<file path="src/rtl/reg_scoreboard_pkg.sv">
// Shared register-file definitions plus the scoreboard counter and address types.
package reg_scoreboard_pkg;

  localparam int XLEN       = 32;
  localparam int REG_NUM    = 32;
  localparam int REG_ADDR_W = 5;
  localparam int CNT_W      = 2;
  localparam int IFL_W      = 4;
  localparam int STALL_W    = 32;

  typedef logic [REG_ADDR_W-1:0] reg_addr_t;
  typedef logic [CNT_W-1:0]      sb_cnt_t;
  typedef logic [IFL_W-1:0]      ifl_cnt_t;

  localparam reg_addr_t       X0        = '0;
  localparam logic [XLEN-1:0] ZERO_WORD = '0;

  localparam sb_cnt_t  CNT_MAX = '1;
  localparam ifl_cnt_t IFL_MAX = '1;

endpackage

</file>
<file path="src/rtl/reg_sb_counter.sv">
// Pending-write counter for one architectural register.
module reg_sb_counter
  import reg_scoreboard_pkg::*;
(
  input  logic    clk,
  input  logic    rst,
  input  logic    inc,
  input  logic    dec,
  output sb_cnt_t cnt,
  output logic    zero
);

  always_ff @(posedge clk) begin
    if (rst)
      cnt <= '0;
    else if (inc && !dec)
      cnt <= cnt + 1'b1;
    else if (dec && !inc)
      cnt <= cnt - 1'b1;
  end

  assign zero = (cnt == '0);

endmodule

</file>
<file path="src/rtl/reg_scoreboard.sv">
// Issue scheduler: gates ID issue on RAW and write-count hazards,
// releases tracked writes from WB.
module reg_scoreboard
  import reg_scoreboard_pkg::*;
(
  input  logic               clk,
  input  logic               rst,
  input  logic               issue_valid_i,
  input  logic               rs1_en_i,
  input  reg_addr_t          rs1_addr_i,
  input  logic               rs2_en_i,
  input  reg_addr_t          rs2_addr_i,
  input  logic               rd_en_i,
  input  reg_addr_t          rd_addr_i,
  output logic               issue_ready_o,
  input  logic               rel_valid_i,
  input  reg_addr_t          rel_addr_i,
  output logic [REG_NUM-1:0] busy_o,
  output ifl_cnt_t           inflight_o,
  output logic [STALL_W-1:0] stall_cnt_o,
  output logic               err_o
);

  logic [REG_NUM-1:0][CNT_W-1:0] cnt;
  logic [REG_NUM-1:0][CNT_W-1:0] eff;
  logic [REG_NUM-1:0]            nz;
  logic [REG_NUM-1:0]            zero;
  logic [REG_NUM-1:0]            rel_hit;
  logic [REG_NUM-1:0]            inc;

  logic     any_rel;
  logic     rel_miss;
  logic     trk;
  logic     raw1;
  logic     raw2;
  logic     waw_sat;
  logic     ifl_sat;
  logic     fire;
  logic     wr;
  ifl_cnt_t ifl_net;

  assign cnt[0]  = '0;
  assign zero[0] = 1'b1;

  for (genvar r = 1; r < REG_NUM; r++) begin : g_cnt
    reg_sb_counter u_cnt (
      .clk  (clk),
      .rst  (rst),
      .inc  (inc[r]),
      .dec  (rel_hit[r]),
      .cnt  (cnt[r]),
      .zero (zero[r])
    );
  end

  assign nz = ~zero;

  always_comb begin
    rel_hit = '0;
    inc     = '0;
    eff     = '0;
    for (int r = 1; r < REG_NUM; r++) begin
      rel_hit[r] = rel_valid_i && nz[r] &&
                   (rel_addr_i == REG_ADDR_W'(r));
      inc[r]     = wr && (rd_addr_i == REG_ADDR_W'(r));
      eff[r]     = cnt[r] - CNT_W'(rel_hit[r]);
    end
  end

  assign any_rel  = |rel_hit;
  assign rel_miss = rel_valid_i && (rel_addr_i != X0) &&
                    !nz[rel_addr_i];

  // A same-cycle release counts as retired: the file forwards WB data.
  assign trk  = rd_en_i && (rd_addr_i != X0);
  assign raw1 = rs1_en_i && (rs1_addr_i != X0) &&
                (eff[rs1_addr_i] != '0);
  assign raw2 = rs2_en_i && (rs2_addr_i != X0) &&
                (eff[rs2_addr_i] != '0);

  assign waw_sat = trk && (eff[rd_addr_i] == CNT_MAX);
  assign ifl_net = inflight_o - IFL_W'(any_rel);
  assign ifl_sat = trk && (ifl_net == IFL_MAX);

  assign issue_ready_o = !rst && !raw1 && !raw2 &&
                         !waw_sat && !ifl_sat;

  assign fire = issue_valid_i && issue_ready_o;
  assign wr   = fire && trk;

  assign busy_o = nz;

  always_ff @(posedge clk) begin
    if (rst) begin
      inflight_o  <= '0;
      stall_cnt_o <= '0;
      err_o       <= 1'b0;
    end else begin
      if (wr && !any_rel)
        inflight_o <= inflight_o + 1'b1;
      else if (any_rel && !wr)
        inflight_o <= inflight_o - 1'b1;
      if (issue_valid_i && !issue_ready_o && (stall_cnt_o != '1))
        stall_cnt_o <= stall_cnt_o + 1'b1;
      if (rel_miss)
        err_o <= 1'b1;
    end
  end

endmodule
</file>
<file path="config.mk">
export PLATFORM = sky130hd
export DESIGN_NAME = reg_scoreboard
export DESIGN_NICKNAME = d
export VERILOG_FILES = /design/src/rtl/reg_scoreboard_pkg.sv /design/src/rtl/reg_sb_counter.sv /design/src/rtl/reg_scoreboard.sv
export SDC_FILE = /design/constraint.sdc
export NUM_CORES = 1
export LEC_CHECK = 0
export BUFFER_PORTS_ARGS = -buffer_cell sky130_fd_sc_hd__buf_2
export CORE_MARGIN = 2
export CORE_UTILIZATION = 30
export CTS_BUF_LIST = sky130_fd_sc_hd__clkbuf_4 sky130_fd_sc_hd__clkbuf_8
export DETAILED_ROUTE_END_ITERATION = 10
export PLACE_DENSITY = 0.48
export SYNTH_ARGS = -nofsm -noshare
export SYNTH_HDL_FRONTEND = slang
export SYNTH_SLANG_ARGS = --single-unit
</file>
<file path="constraint.sdc">
create_clock -name clk -period 14 [get_ports clk]
set_input_delay 1.4 -clock clk [delete_from_list [all_inputs] [get_ports clk]]
set_output_delay 1.4 -clock clk [all_outputs]
set_load 0.01 [all_outputs]
</file>
Word level (Yosys, flattened, before mapping)
Index checks and enable logic that the tools add are counted.
{"block": "totals", "inputBits": 27, "ram_bits": 0, "register_bits": 99, "output_inout_bits": 70, "mem_bits_ro": 0, "memories": 0, "latch_bits": 0, "elab_cells": 588}
{"block": "classes", "n_eq_ne": 65, "reduce_logical": 315, "n_addsub": 97, "bitwise": 1, "muxes": 72, "div": 0, "magnitude_cmp": 4, "shifts": 0, "multipliers": 0}
{"operator": "logical AND 1 bit", "count": 174}
{"operator": "== test 5 bit (second input constant)", "count": 32}
{"operator": "two-way mux 2 bit", "count": 65}
{"operator": "== test 5 x 4 -> 1 bit (second input constant)", "count": 16}
{"operator": "zero test 1 bit", "count": 71}
{"operator": "nonzero test 2 bit", "count": 34}
{"operator": "adder 2 x 1 -> 2 bit (second input constant)", "count": 31}
{"operator": "zero test 2 bit", "count": 31}
{"operator": "subtractor 2 x 1 -> 2 bit", "count": 31}
{"operator": "subtractor 2 x 1 -> 2 bit (second input constant)", "count": 31}
{"operator": "== test 5 x 3 -> 1 bit (second input constant)", "count": 8}
{"operator": "adder 32 x 1 -> 32 bit (second input constant)", "count": 1}
{"operator": "!= test 32 bit (second input constant)", "count": 1}
{"operator": "NOT 32 bit", "count": 1}
{"operator": "OR reduction 31 bit", "count": 1}
{"operator": "binary-select mux 2 bit (select 5 bit)", "count": 3}
{"operator": "< comparator 5 x 6 -> 1 bit (second input constant)", "count": 4}
{"operator": "== test 5 x 2 -> 1 bit (second input constant)", "count": 4}
{"operator": "nonzero test 5 bit", "count": 4}
{"operator": "== test 5 x 1 -> 1 bit (second input constant)", "count": 2}
{"operator": "two-way mux 4 bit", "count": 2}
{"operator": "binary-select mux 1 bit (select 5 bit)", "count": 1}
{"operator": "adder 4 x 1 -> 4 bit (second input constant)", "count": 1}
{"operator": "== test 4 bit (second input constant)", "count": 1}
{"operator": "4 further kinds", "count": 4}

Depth between registers and ports, before layout
Gate-level depths: netlist of run 1.
{"block": "logic_depth", "word_depth": 21, "mapped_depth": 25, "depth_no_buf": 23}

Modules after synthesis
Synthesis of run 1 repeated with hierarchy kept, for this count alone.
{"block": "hier_totals", "hier_cells": 1057, "area_unflattened_um2": 8410.6}
{"mod": "reg_scoreboard", "instances": 1, "seq_area_each_um2": 740.7, "area_each_um2": 5385.2, "cells_per_inst": 716}
{"mod": "reg_sb_counter", "instances": 31, "seq_area_each_um2": 40.0, "area_each_um2": 97.6, "cells_per_inst": 11}

Least setup slack after synthesis of run 1
Ideal clock, no wire load.
{"block": "synth_timing", "path_kind": "in2reg", "startpoint": "input rel_addr_i[1]", "endpoint": "register inflight_o[3]", "stages": 24, "slack_ns": 8.226, "required_ns": 13.930, "n_path_buf": 2, "arrival_time_ns": 5.704, "setup_ns": 0.070, "cell_sequence": "clkbuf_1 > nand2b_1 > clkbuf_1 > nor3_1 > nor4_1 > nand4_1 > or2_2 > ha_1 > ha_1 > nand2b_1 > o21ai_0 > a22oi_1 > nor3_1 > a211oi_1 > o211ai_2 > nor3_2 > ha_1 > inv_1 > ha_1 > a21o_1 > a21oi_1 > xnor2_1 > or3_1 > a21oi_1"}
{"block": "synth_via", "elab_chain_cells": 17, "elab_cells_between_ends": 125}
{"element": "start, declared", "line": "reg_scoreboard.sv:17", "text": "input reg_addr_t rel_addr_i,"}
{"element": "== test 5 x 1 -> 1 bit, or another cell as far along", "line": "reg_scoreboard.sv:64", "text": "(rel_addr_i == REG_ADDR_W'(r));"}
{"element": "logical AND 1 bit", "line": "reg_scoreboard.sv:63", "text": "rel_hit[r] = rel_valid_i && nz[r] &&"}
{"element": "subtractor 2 x 1 -> 2 bit", "line": "reg_scoreboard.sv:66", "text": "eff[r] = cnt[r] - CNT_W'(rel_hit[r]);"}
{"element": "binary-select mux 2 bit (select 5 bit)", "line": "reg_scoreboard.sv:77", "text": "(eff[rs1_addr_i] != '0);"}
{"element": "two-way mux 2 bit (not written as such)", "line": "reg_scoreboard.sv:77"}
{"element": "nonzero test 2 bit", "line": "reg_scoreboard.sv:77"}
{"element": "logical AND 1 bit", "line": "reg_scoreboard.sv:76", "text": "assign raw1 = rs1_en_i && (rs1_addr_i != X0) &&"}
{"element": "zero test 1 bit", "line": "reg_scoreboard.sv:85", "text": "assign issue_ready_o = !rst && !raw1 && !raw2 &&"}
{"element": "logical AND 1 bit (3 in a row)", "line": "reg_scoreboard.sv:85"}
{"element": "logical AND 1 bit", "line": "reg_scoreboard.sv:86", "text": "!waw_sat && !ifl_sat;"}
{"element": "logical AND 1 bit", "line": "reg_scoreboard.sv:88", "text": "assign fire = issue_valid_i && issue_ready_o;"}
{"element": "logical AND 1 bit", "line": "reg_scoreboard.sv:89", "text": "assign wr = fire && trk;"}
{"element": "zero test 1 bit", "line": "reg_scoreboard.sv:101", "text": "else if (any_rel && !wr)"}
{"element": "logical AND 1 bit", "line": "reg_scoreboard.sv:101"}
{"element": "nonzero test 2 bit (no source line)"}
{"element": "end signal, assigned", "line": "reg_scoreboard.sv:100", "text": "inflight_o <= inflight_o + 1'b1;"}
{"element": "end signal, assigned", "line": "reg_scoreboard.sv:102", "text": "inflight_o <= inflight_o - 1'b1;"}
{"element": "end, declared", "line": "reg_scoreboard.sv:19", "text": "output ifl_cnt_t inflight_o,"}
Parallel ways exist; a longest one is shown, timed or not. The select of a mux whose other input is x is not followed.
A chain may end at the register's enable or synchronous reset.

Worst setup path in the final report of run 1
{"block": "layout_timing", "startpoint": "input rel_addr_i[1]", "endpoint": "output issue_ready_o"}
{"block": "layout_via", "elab_chain_cells": 12, "elab_cells_between_ends": 117}
{"element": "== test 5 x 1 -> 1 bit, or another cell as far along", "line": "reg_scoreboard.sv:64"}
{"element": "logical AND 1 bit", "line": "reg_scoreboard.sv:63"}
{"element": "subtractor 2 x 1 -> 2 bit", "line": "reg_scoreboard.sv:66"}
{"element": "binary-select mux 2 bit (select 5 bit)", "line": "reg_scoreboard.sv:77"}
{"element": "two-way mux 2 bit (not written as such)", "line": "reg_scoreboard.sv:77"}
{"element": "nonzero test 2 bit", "line": "reg_scoreboard.sv:77"}
{"element": "logical AND 1 bit", "line": "reg_scoreboard.sv:76"}
{"element": "zero test 1 bit", "line": "reg_scoreboard.sv:85"}
{"element": "logical AND 1 bit (3 in a row)", "line": "reg_scoreboard.sv:85"}
{"element": "logical AND 1 bit *", "line": "reg_scoreboard.sv:86"}
{"element": "end, declared", "line": "reg_scoreboard.sv:15", "text": "output logic issue_ready_o,"}
Every way passes the cells marked *; elsewhere a longest branch is shown, timed or not. The select of a mux whose other input is x is not followed.

==> results by stage, run 1 <==
Run status:
- The flow ran to the end, and the final reports show no timing, DRC or antenna violations.

Min path:
- The path class of the tightest hold or removal check is reg -> reg.

GRT:
- The first global-routing pass estimated roughly 42,000 µm of wire.
- The number of antenna violations at the first check in global routing was 3.
- For this run the aggregate overflow at the end of global routing stands at 0.
- The via count of the first global-routing pass is 7,527.
- For this run, the total global-route usage over all layers was measured as 0.188.
- Entering global routing, the biggest net connects 82 pins.

Timing:
- The final count of pins violating max slew is 0.
- The count of final hold-check violations is 0.
- In this run the tightest slew margin relative to its limit is 0.419.
- Timing would allow up to ~150 MHz.
- Setup repair after global routing left no endpoint under its margin.
- At the pin with the least slew margin, the transition time is 0.872 ns.
- Across the routed clock network, the largest skew measured is 0.0326 ns.
- Dividing the final minimum period by the clock period gives 0.474.
- The final setup violation count is 0.
- Subtracting the final worst setup slack from the clock period gives between 6 and 7 ns.
- The total negative slack for setup checks is 0 ns.

Detailed routing:
- Wire segments on met3 add up to between 1500 and 2000 µm in the final route.
- The total number of vias is slightly below 8,000.
- After detailed routing, the average wire length per cell comes to around 19 µm.
- The wire length on met2 is between 10,000 and 15,000 µm.
- The wire length on met1 is approximately 13,000 µm.
- The via density per instance is roughly 5.4.
- The number of violations reported at the end of detailed-routing iteration 0 is between 500 and 600.
- The number of optimization iterations in the first detailed-route pass is 5.
- The highest metal layer used by the detailed router is met5.
- The count of nets left with antenna violations after detail routing is 0.
- For this block, the routed nets add up to about 27,000 µm of wire.
- For this run, design rule violations remaining after detail routing come to 0.

Setup path:
- The worst setup path is captured at a primary output.
- Traced cell by cell, the critical path runs through buf_2, nand2b_1, nor3_1, nor4_1, nand4_1, or2_2, ha_1, ha_1, nand2b_1, o21ai_0, a22oi_1, nor3_1, a211oi_1, o211ai_2, inv_1, buf_2.
- The signal arrival time at the worst endpoint is 5.24 ns.
- STA classifies the critical path startpoint as a primary input.
- At the worst endpoint, the required time is between 10 and 15 ns.
- The delay contributed by the slowest stage of the critical path is ~0.54 ns.
- The master of the slowest instance on the critical path is sky130_fd_sc_hd__nand2b_1.
- The register-to-register setup slack is a little under 9 ns.
- The critical path is of the in -> out type.
- Of all nets on the critical path, the largest fanout is 18.

Power:
- The share of total power in the clock network is 0.355.
- In this run the power spent charging and discharging nets is between 150 and 200 µW.
- VDD sags by at most about 0.044 mV.
- The sequential share of power is 0.505.
- The cell area power density is around 62 mW/mm².
- Of the total power, the share spent switching nets is 0.330.
- Cell internal power was estimated by the tool at 381 µW.
- The combinational group share of total power is 0.139.
- Power comes to between 500 and 600 µW.
- For this design the static power due to leakage is between 3 and 4 nW.

Clock network:
- The worst-case clock buffer depth is 2.
- The master cell of the clock root buffer is sky130_fd_sc_hd__clkbuf_8.
- The clock transition at the registers of the reported paths is between 0.1 and 0.15 ns.
- Clock latency on the worst-skew pair, taken at its later pin, is roughly 0.42 ns.
- The TritonCTS clock tree is done.
- The total clock sinks is 99.
- The number of levels in the clock H-tree is 3.
- The number of buffers inserted during clock tree synthesis is 9.
- After clock tree synthesis, the setup repair step added 0 buffers.
- After clock tree synthesis, the repair step resized 0 gates.
- The number of buffers inserted for hold repair after clock tree synthesis is 0.

Synthesis:
- The synthesized area per cell is a little under 8 µm².
- The proportion of synthesized flip-flops having asynchronous set or reset is 0.
- After synthesis the netlist holds a flip-flop and latch count of 99.
- The sequential fraction of the synthesis area is 0.239.
- The cell count after synthesis came out at around 1,100.
- The number of distinct library cells after synthesis is 69.
- The count of warnings emitted by yosys is 0.
- Summing every instance area after synthesis gives about 0.0083 mm².
- The number of enable-type register cells in the synthesized netlist is 0.
- The top flip-flop cell by instance count after synthesis is sky130_fd_sc_hd__dfxtp_1.
- The number of nets in the synthesized netlist is about 1,200.

Floorplanning:
- After floorplanning, the core was divided into 60 placement rows.
- The x dimension of the die is between 150 and 200 µm.
- just under 100 I/O pins were placed.
- The floorplan core area is roughly 0.027 mm².
- The chip height is around 170 µm.
- The die covers between 0.02 and 0.03 mm².
- The initial core utilization is 0.307.

Placement:
- Once placement finished, the instance area stood at 0.00896 mm².
- The number of I/O port buffers is 95.
- The global placer's final weighted congestion is roughly 0.96.
- The wire-length estimate of the detail-placed layout is roughly 21,000 µm.

Layout:
- The proportion of layout cells with a drive suffix above 1 is 0.142.
- In the final design database the tool counted ~1,200 nets.
- The final design area excluding fillers is 0.00918 mm².
- The synthesis-to-finish area growth is 10.7%.

Run:
- Across the run, the number of max-cap violations was 0.
==> flip-flops by register name (all words and copies together), names as in the netlist <==
register / count
err_o: 1
inflight_o: 4
stall_cnt_o: 32
g_cnt.u_cnt.cnt: 62
==> power by group through the flow <==
stage	sequential, mW	combinational (mW)	clock, mW
after floorplan	0.294	0.0531	0
after global routing	0.288	0.0860	0.222
after CTS	0.287	0.0784	0.213
after detailed placement	0.294	0.0781	0
final	0.287	0.0793	0.202
after global placement	0.294	0.0780	0
==> through the flow <==
step	utilization	hold slack, ns	cells	setup WS, ns
2_1_floorplan	-	0.478	1060	8.23
3_3_place_gp	0.331	0.462	1440	7.29
3_5_place_dp	0.331	0.462	1440	7.29
4_1_cts	0.339	0.491	1456	7.36
5_1_grt	0.339	0.537	1457	7.01
6_report	0.340	0.485	1458	7.36
==> layer usage <==
metal / global-route usage / vias up
met5: 0 / -
met3: 0.0386 / 43
met2: 0.301 / 264
li1: - / 3851
met1: 0.248 / 3702
met4: 0.0747 / 2
==> cell usage after synthesis, types with 4 or more instances <==
library cell	instances	area, µm²
sky130_fd_sc_hd__o32ai_1	5	43.8
sky130_fd_sc_hd__xnor2_1	27	236
sky130_fd_sc_hd__or4_1	12	90.1
sky130_fd_sc_hd__nand2b_1	16	100
sky130_fd_sc_hd__a211oi_1	11	82.6
sky130_fd_sc_hd__nor3_1	66	330
sky130_fd_sc_hd__nor2b_1	20	125
sky130_fd_sc_hd__a22oi_1	5	37.5
sky130_fd_sc_hd__o21ai_0	50	250
sky130_fd_sc_hd__nand4_1	10	62.6
sky130_fd_sc_hd__nor2_1	110	413
sky130_fd_sc_hd__nand3_1	31	155
sky130_fd_sc_hd__and2_1	4	25.0
sky130_fd_sc_hd__nor4_1	11	68.8
sky130_fd_sc_hd__a21oi_1	62	310
sky130_fd_sc_hd__o31ai_1	11	82.6
sky130_fd_sc_hd__inv_1	106	398
sky130_fd_sc_hd__a221oi_1	5	43.8
sky130_fd_sc_hd__or3_1	40	250
sky130_fd_sc_hd__buf_2	12	60.1
sky130_fd_sc_hd__and3_1	11	68.8
sky130_fd_sc_hd__dfxtp_1	99	1980
sky130_fd_sc_hd__mux2_2	6	67.6
sky130_fd_sc_hd__nand3b_1	4	30.0
sky130_fd_sc_hd__or2_2	10	62.6
sky130_fd_sc_hd__o2111ai_1	4	35.0
sky130_fd_sc_hd__nor3b_1	6	45.0
sky130_fd_sc_hd__clkbuf_1	39	146
sky130_fd_sc_hd__mux4_2	20	450
sky130_fd_sc_hd__mux2i_1	9	90.1
sky130_fd_sc_hd__nand2_1	37	139
sky130_fd_sc_hd__xor2_1	75	657
sky130_fd_sc_hd__ha_1	67	838
==> worst max-delay path, delay by kind of cell <==
| kind | cells | cell delay [ns] |
|---|---|---|
| simple gates | 7 | 2.05 |
| buf+inv | 3 | 0.60 |
| compound gates | 4 | 0.77 |
| fa+ha+maj | 2 | 0.41 |
==> area by class of cell <==
type,count,area [µm²]
sequential,99,1980
antenna,2,5.00
multi-input combinational,797,5660
fill,2880,17800
inverter,106,398
clock buffer,9,124
timing repair buffer,97,493
clock inverter,7,91.3
tap,341,427
==> layout by cell type (no fill, tap or decap), drive strengths merged, types with 11 or more instances in the layout <==
cell / count
dfxtp: 99
or3: 40
ha: 67
nor2b: 20
nor2: 110
inv: 108
nand2b: 16
o21ai: 50
nor4: 11
xor2: 75
nand3: 31
nand2: 38
a211oi: 11
mux4: 20
nor3: 67
and3: 11
o31ai: 11
or4: 12
xnor2: 27
buf: 97
a21oi: 62
==> final timing paths <==
kind                                            start                     end  cells after the start
worst max register to register  g_cnt[2].u_cnt.cnt[0]  g_cnt[19].u_cnt.cnt[1]                     19
worst min register to register                  err_o                   err_o                      2
worst min-delay path                            err_o                   err_o                      2
worst max-delay path                    rel_addr_i[1]           issue_ready_o                     16
==> logic make-up after synthesis <==
family,share of synthesized area
AOI/OAI and AO/OA,0.145
xor gates and xnor gates,0.108
adders and majority gates,0.104
buffers and inverters,0.0785
DFF,0.239
muxes,0.0761
other,0.000452
and+or+nand+nor,0.250
Note: power is estimated with default switching activity, not from simulation.
==> run 2: changes to the inputs <==
--- a/config.mk
+++ b/config.mk
@@ -10,7 +10,7 @@
 export CORE_UTILIZATION = 30
 export CTS_BUF_LIST = sky130_fd_sc_hd__clkbuf_4 sky130_fd_sc_hd__clkbuf_8
 export DETAILED_ROUTE_END_ITERATION = 10
-export PLACE_DENSITY = 0.48
+export PLACE_DENSITY = 0.49
 export SYNTH_ARGS = -nofsm -noshare
 export SYNTH_HDL_FRONTEND = slang
 export SYNTH_SLANG_ARGS = --single-unit
==> constraint.sdc (replaced) <==
create_clock -name clk -period 5.5 [get_ports clk]
set_input_delay 0.55 -clock clk [delete_from_list [all_inputs] [get_ports clk]]
set_output_delay 0.55 -clock clk [all_outputs]
set_load 0.01 [all_outputs]
==> run 2 against run 1 <==
  * Setup slack worse by 6.9 ns
  * Flip-flop and latch count stayed put
  * Cell count is 1.6% higher
  * Sequential share of layout area is 0.48 points lower
  * Global-route usage is 0.79 points higher
  * Sequential power grew to 2.5 times the previous value
  * Wire length is 2.3% higher
  * Non-clock buffer count is 25 higher
  * Clock skew is 0.0034 ns higher
  * Hold slack worse by 0.012 ns
  * Largest cell class unchanged
==> results by stage, run 2 (synthesis gave the netlist of run 1 again) <==
Run status:
- Status: finished clean (unchanged).

Run:
- The count of maximum capacitance violations was 0 (unchanged).

Floorplanning:
- The x dimension of the die is 170 µm (unchanged).
- The initial core utilization is 0.307 (unchanged).
- The top-level port count is 97 (unchanged).
- The floorplan core area was 0.0270 mm² (unchanged).
- The placement row count is 60 (unchanged).
- The chip height was 170 µm (unchanged).
- The die outline area was 0.0290 mm² (unchanged).

Detailed routing:
- The number of optimization iterations in the first detailed-route pass is 5 (unchanged).
- The total number of vias is 8,063 (was 7,862).
- The number of violations reported at the end of detailed-routing iteration 0 is 615 (was 544).
- The mean routed wirelength per cell was 18.9 µm (was 18.8 µm).
- The detailed-route wire length is 28,000 µm (was 27,400 µm).
- The count of nets left with antenna violations after detail routing came to 0 (unchanged).
- The residual DRC count is 0 (unchanged).
- The via density per instance is 5.44 (was 5.39).

Setup path:
- The critical setup path kind was in -> reg (was in -> out).
- The required time of the critical path is 5.82 ns (was 12.60 ns).
- The sort of element at the start of the critical path is a primary input (unchanged).
- The maximum fanout along the worst path came to 13 (was 18).
- The critical path endpoint category is a flip-flop (was primary output).
- The register-to-register setup slack was 0.60 ns (was 8.82 ns).
- The signal arrival time at the worst endpoint is 5.32 ns (was 5.24 ns).

Power:
- The internal power consumption is 977 µW (was 381 µW).
- The net switching power came to 490 µW (was 187 µW).
- The total design power is 1.47 mW (was 568 µW).
- The peak supply drop is 0.129 mV (was 0.0440 mV).
- The cell area power density is 156 mW/mm² (was 61.9 mW/mm²).
- The combinational group share of total power was 0.145 (was 0.139).
- The static leakage is 3.89 nW (was 3.75 nW).
- The sequential share of power came to 0.498 (was 0.505).
- The net switching share of the total power came to 0.334 (was 0.330).
- The share of total power in the clock network is 0.357 (was 0.355).

GRT:
- The sum of overflow across all layers after global routing is 0 (unchanged).
- The fraction of met1 tracks used by global routing is 0.261 (was 0.248).
- The fraction of met2 tracks used by global routing is 0.313 (was 0.301).
- The number of antenna violations at the first check in global routing is 2 (was 3).
- The global router's overall resource usage was 0.196 (was 0.188).
- The via count of the first global-routing pass is 7,598 (was 7,527).
- The largest net degree at the start of global routing is 75 (was 82).
- The first-pass GRT wire length is 43,900 µm (was 42,200 µm).
- The met3 capacity usage during global routing is 0.0386 (unchanged).
- The layer carrying the most global-route usage is met2 (unchanged).

Timing:
- RSZ-0062 raised after global routing: no (unchanged).
- The final clock skew is 0.0360 ns (was 0.0326 ns).
- The total negative slack for setup checks is 0 ns (unchanged).
- Static timing analysis puts the maximum clock frequency at around 200 MHz.
- The count of final hold-check violations is 0 (unchanged).
- The clock period could shrink to 4.99 ns.
- The final cycle utilization of the critical path is 0.908.
- The setup slack after layout came to 0.506 ns (was 7.36 ns).
- The final setup violation count is 0 (unchanged).
- The final count of pins violating max slew is 0 (unchanged).
- The final-layout worst hold slack was 0.472 ns (was 0.485 ns).
- The tightest slew margin relative to the limit is 0.459 (was 0.419).
- The slew at the pin closest to its max-slew limit is 0.811 ns (was 0.872 ns).

Layout:
- The flip-flop count of the largest register, all copies and words added is 62 (unchanged).
- Registers with the most flip-flops: g_cnt.u_cnt.cnt x62, stall_cnt_o x32, inflight_o x4 (unchanged).
- The final design area excluding fillers is 0.00939 mm² (was 0.00918 mm²).
- The layout net count is 1,230 (was 1,205).
- The proportion of layout cells with a drive suffix above 1 is 0.161 (was 0.142).
- The most flop-heavy register was g_cnt.u_cnt.cnt (unchanged).
- The synthesis-to-finish area growth is 13.2% (was 10.7%).
- The commonest non-fill, non-tap cell in the layout is sky130_fd_sc_hd__nor2_1 (unchanged).
- Commonest non-fill, non-tap cells in the layout: sky130_fd_sc_hd__nor2_1, sky130_fd_sc_hd__inv_1, sky130_fd_sc_hd__dfxtp_1 (unchanged).

Placement:
- The placed standard-cell area is 0.00917 mm² (was 0.00896 mm²).
- The global placer's final weighted congestion came to 0.932 (was 0.956).
- The half-perimeter wire length after placement is 21,400 µm (was 20,900 µm).
- The number of I/O port buffers is 95 (unchanged).
- The setup slack after placement was 0.184 ns (was 7.29 ns).

Clock network:
- The clock transition at the registers of the reported paths is 0.11 ns (about the same).
- The number of cells upsized or downsized after cts is 0 (unchanged).
- The TritonCTS clock tree is done (unchanged).
- The number of levels in the clock H-tree is 3 (unchanged).
- The number of buffers inserted during clock tree synthesis is 9 (unchanged).
- The worst-case clock buffer depth is 2 (unchanged).
- The post-CTS setup buffer count is 0 (unchanged).
- The number of buffers inserted for hold repair after clock tree synthesis is 0 (unchanged).
- The clock latency on the worst-skew pair is 0.42 ns (about the same).
- The total clock sinks is 99 (unchanged).
- The master cell of the clock root buffer is sky130_fd_sc_hd__clkbuf_8 (unchanged).

Min path:
- The classification of the worst-slack hold path is in -> reg (was reg -> reg).
==> run 2: metrics by stage <==
stage          cells  utilization
3_3_place_gp    1465        0.339
5_1_grt         1481        0.347
3_5_place_dp    1465        0.339
2_1_floorplan   1060            -
4_1_cts         1481        0.347
6_report        1482        0.347
==> run 2: final timing paths <==
check | from | end | cells past startpoint
setup / recovery | rel_addr_i[1] | inflight_o[3] | 23
hold / removal | rel_valid_i | err_o | 3
setup reg to reg | g_cnt[7].u_cnt.cnt[0] | inflight_o[3] | 23
hold reg to reg | err_o | err_o | 2
==> run 2: power groups by stage <==
stage | clock, mW | combinational, mW | sequential (mW)
after CTS | 0.547 | 0.211 | 0.732
after global placement | 0 | 0.210 | 0.748
after detailed placement | 0 | 0.210 | 0.748
final | 0.524 | 0.212 | 0.731
after global routing | 0.569 | 0.230 | 0.733
after floorplan | 0 | 0.135 | 0.747
==> run 2: worst max-delay path: stages <==
cell                       delay, ns
sky130_fd_sc_hd__buf_2          0.17
sky130_fd_sc_hd__nand2b_1       0.54
sky130_fd_sc_hd__nor3_1         0.25
sky130_fd_sc_hd__nor4_1         0.41
sky130_fd_sc_hd__nand4_1        0.19
sky130_fd_sc_hd__or2_2          0.35
sky130_fd_sc_hd__ha_1           0.20
sky130_fd_sc_hd__ha_1           0.20
sky130_fd_sc_hd__nand2b_1       0.07
sky130_fd_sc_hd__o21ai_0        0.07
sky130_fd_sc_hd__a22oi_1        0.20
sky130_fd_sc_hd__nor3_1         0.06
sky130_fd_sc_hd__a211oi_1       0.27
sky130_fd_sc_hd__o211ai_2       0.12
sky130_fd_sc_hd__nor3_2         0.20
sky130_fd_sc_hd__ha_1           0.23
sky130_fd_sc_hd__inv_1          0.09
sky130_fd_sc_hd__ha_1           0.28
sky130_fd_sc_hd__a21o_1         0.17
sky130_fd_sc_hd__a21oi_1        0.17
sky130_fd_sc_hd__xnor2_1        0.09
sky130_fd_sc_hd__or3_1          0.30
sky130_fd_sc_hd__a21oi_1        0.13
==> run 2: routing by layer <==
layer	vias to the layer above	routed length [µm]
met5	-	7
met1	3822	12500
met4	2	839
met2	296	12600
li1	3893	-
met3	50	2010
==> run 2: final cells by class <==
class,instances,area (µm²)
antenna,1,2.50
clock buffer,9,124
clock inverter,7,91.3
fill,2923,17600
inverter,106,398
multi-input combinational,797,5660
sequential,99,1980
tap,341,427
timing repair buffer,122,706
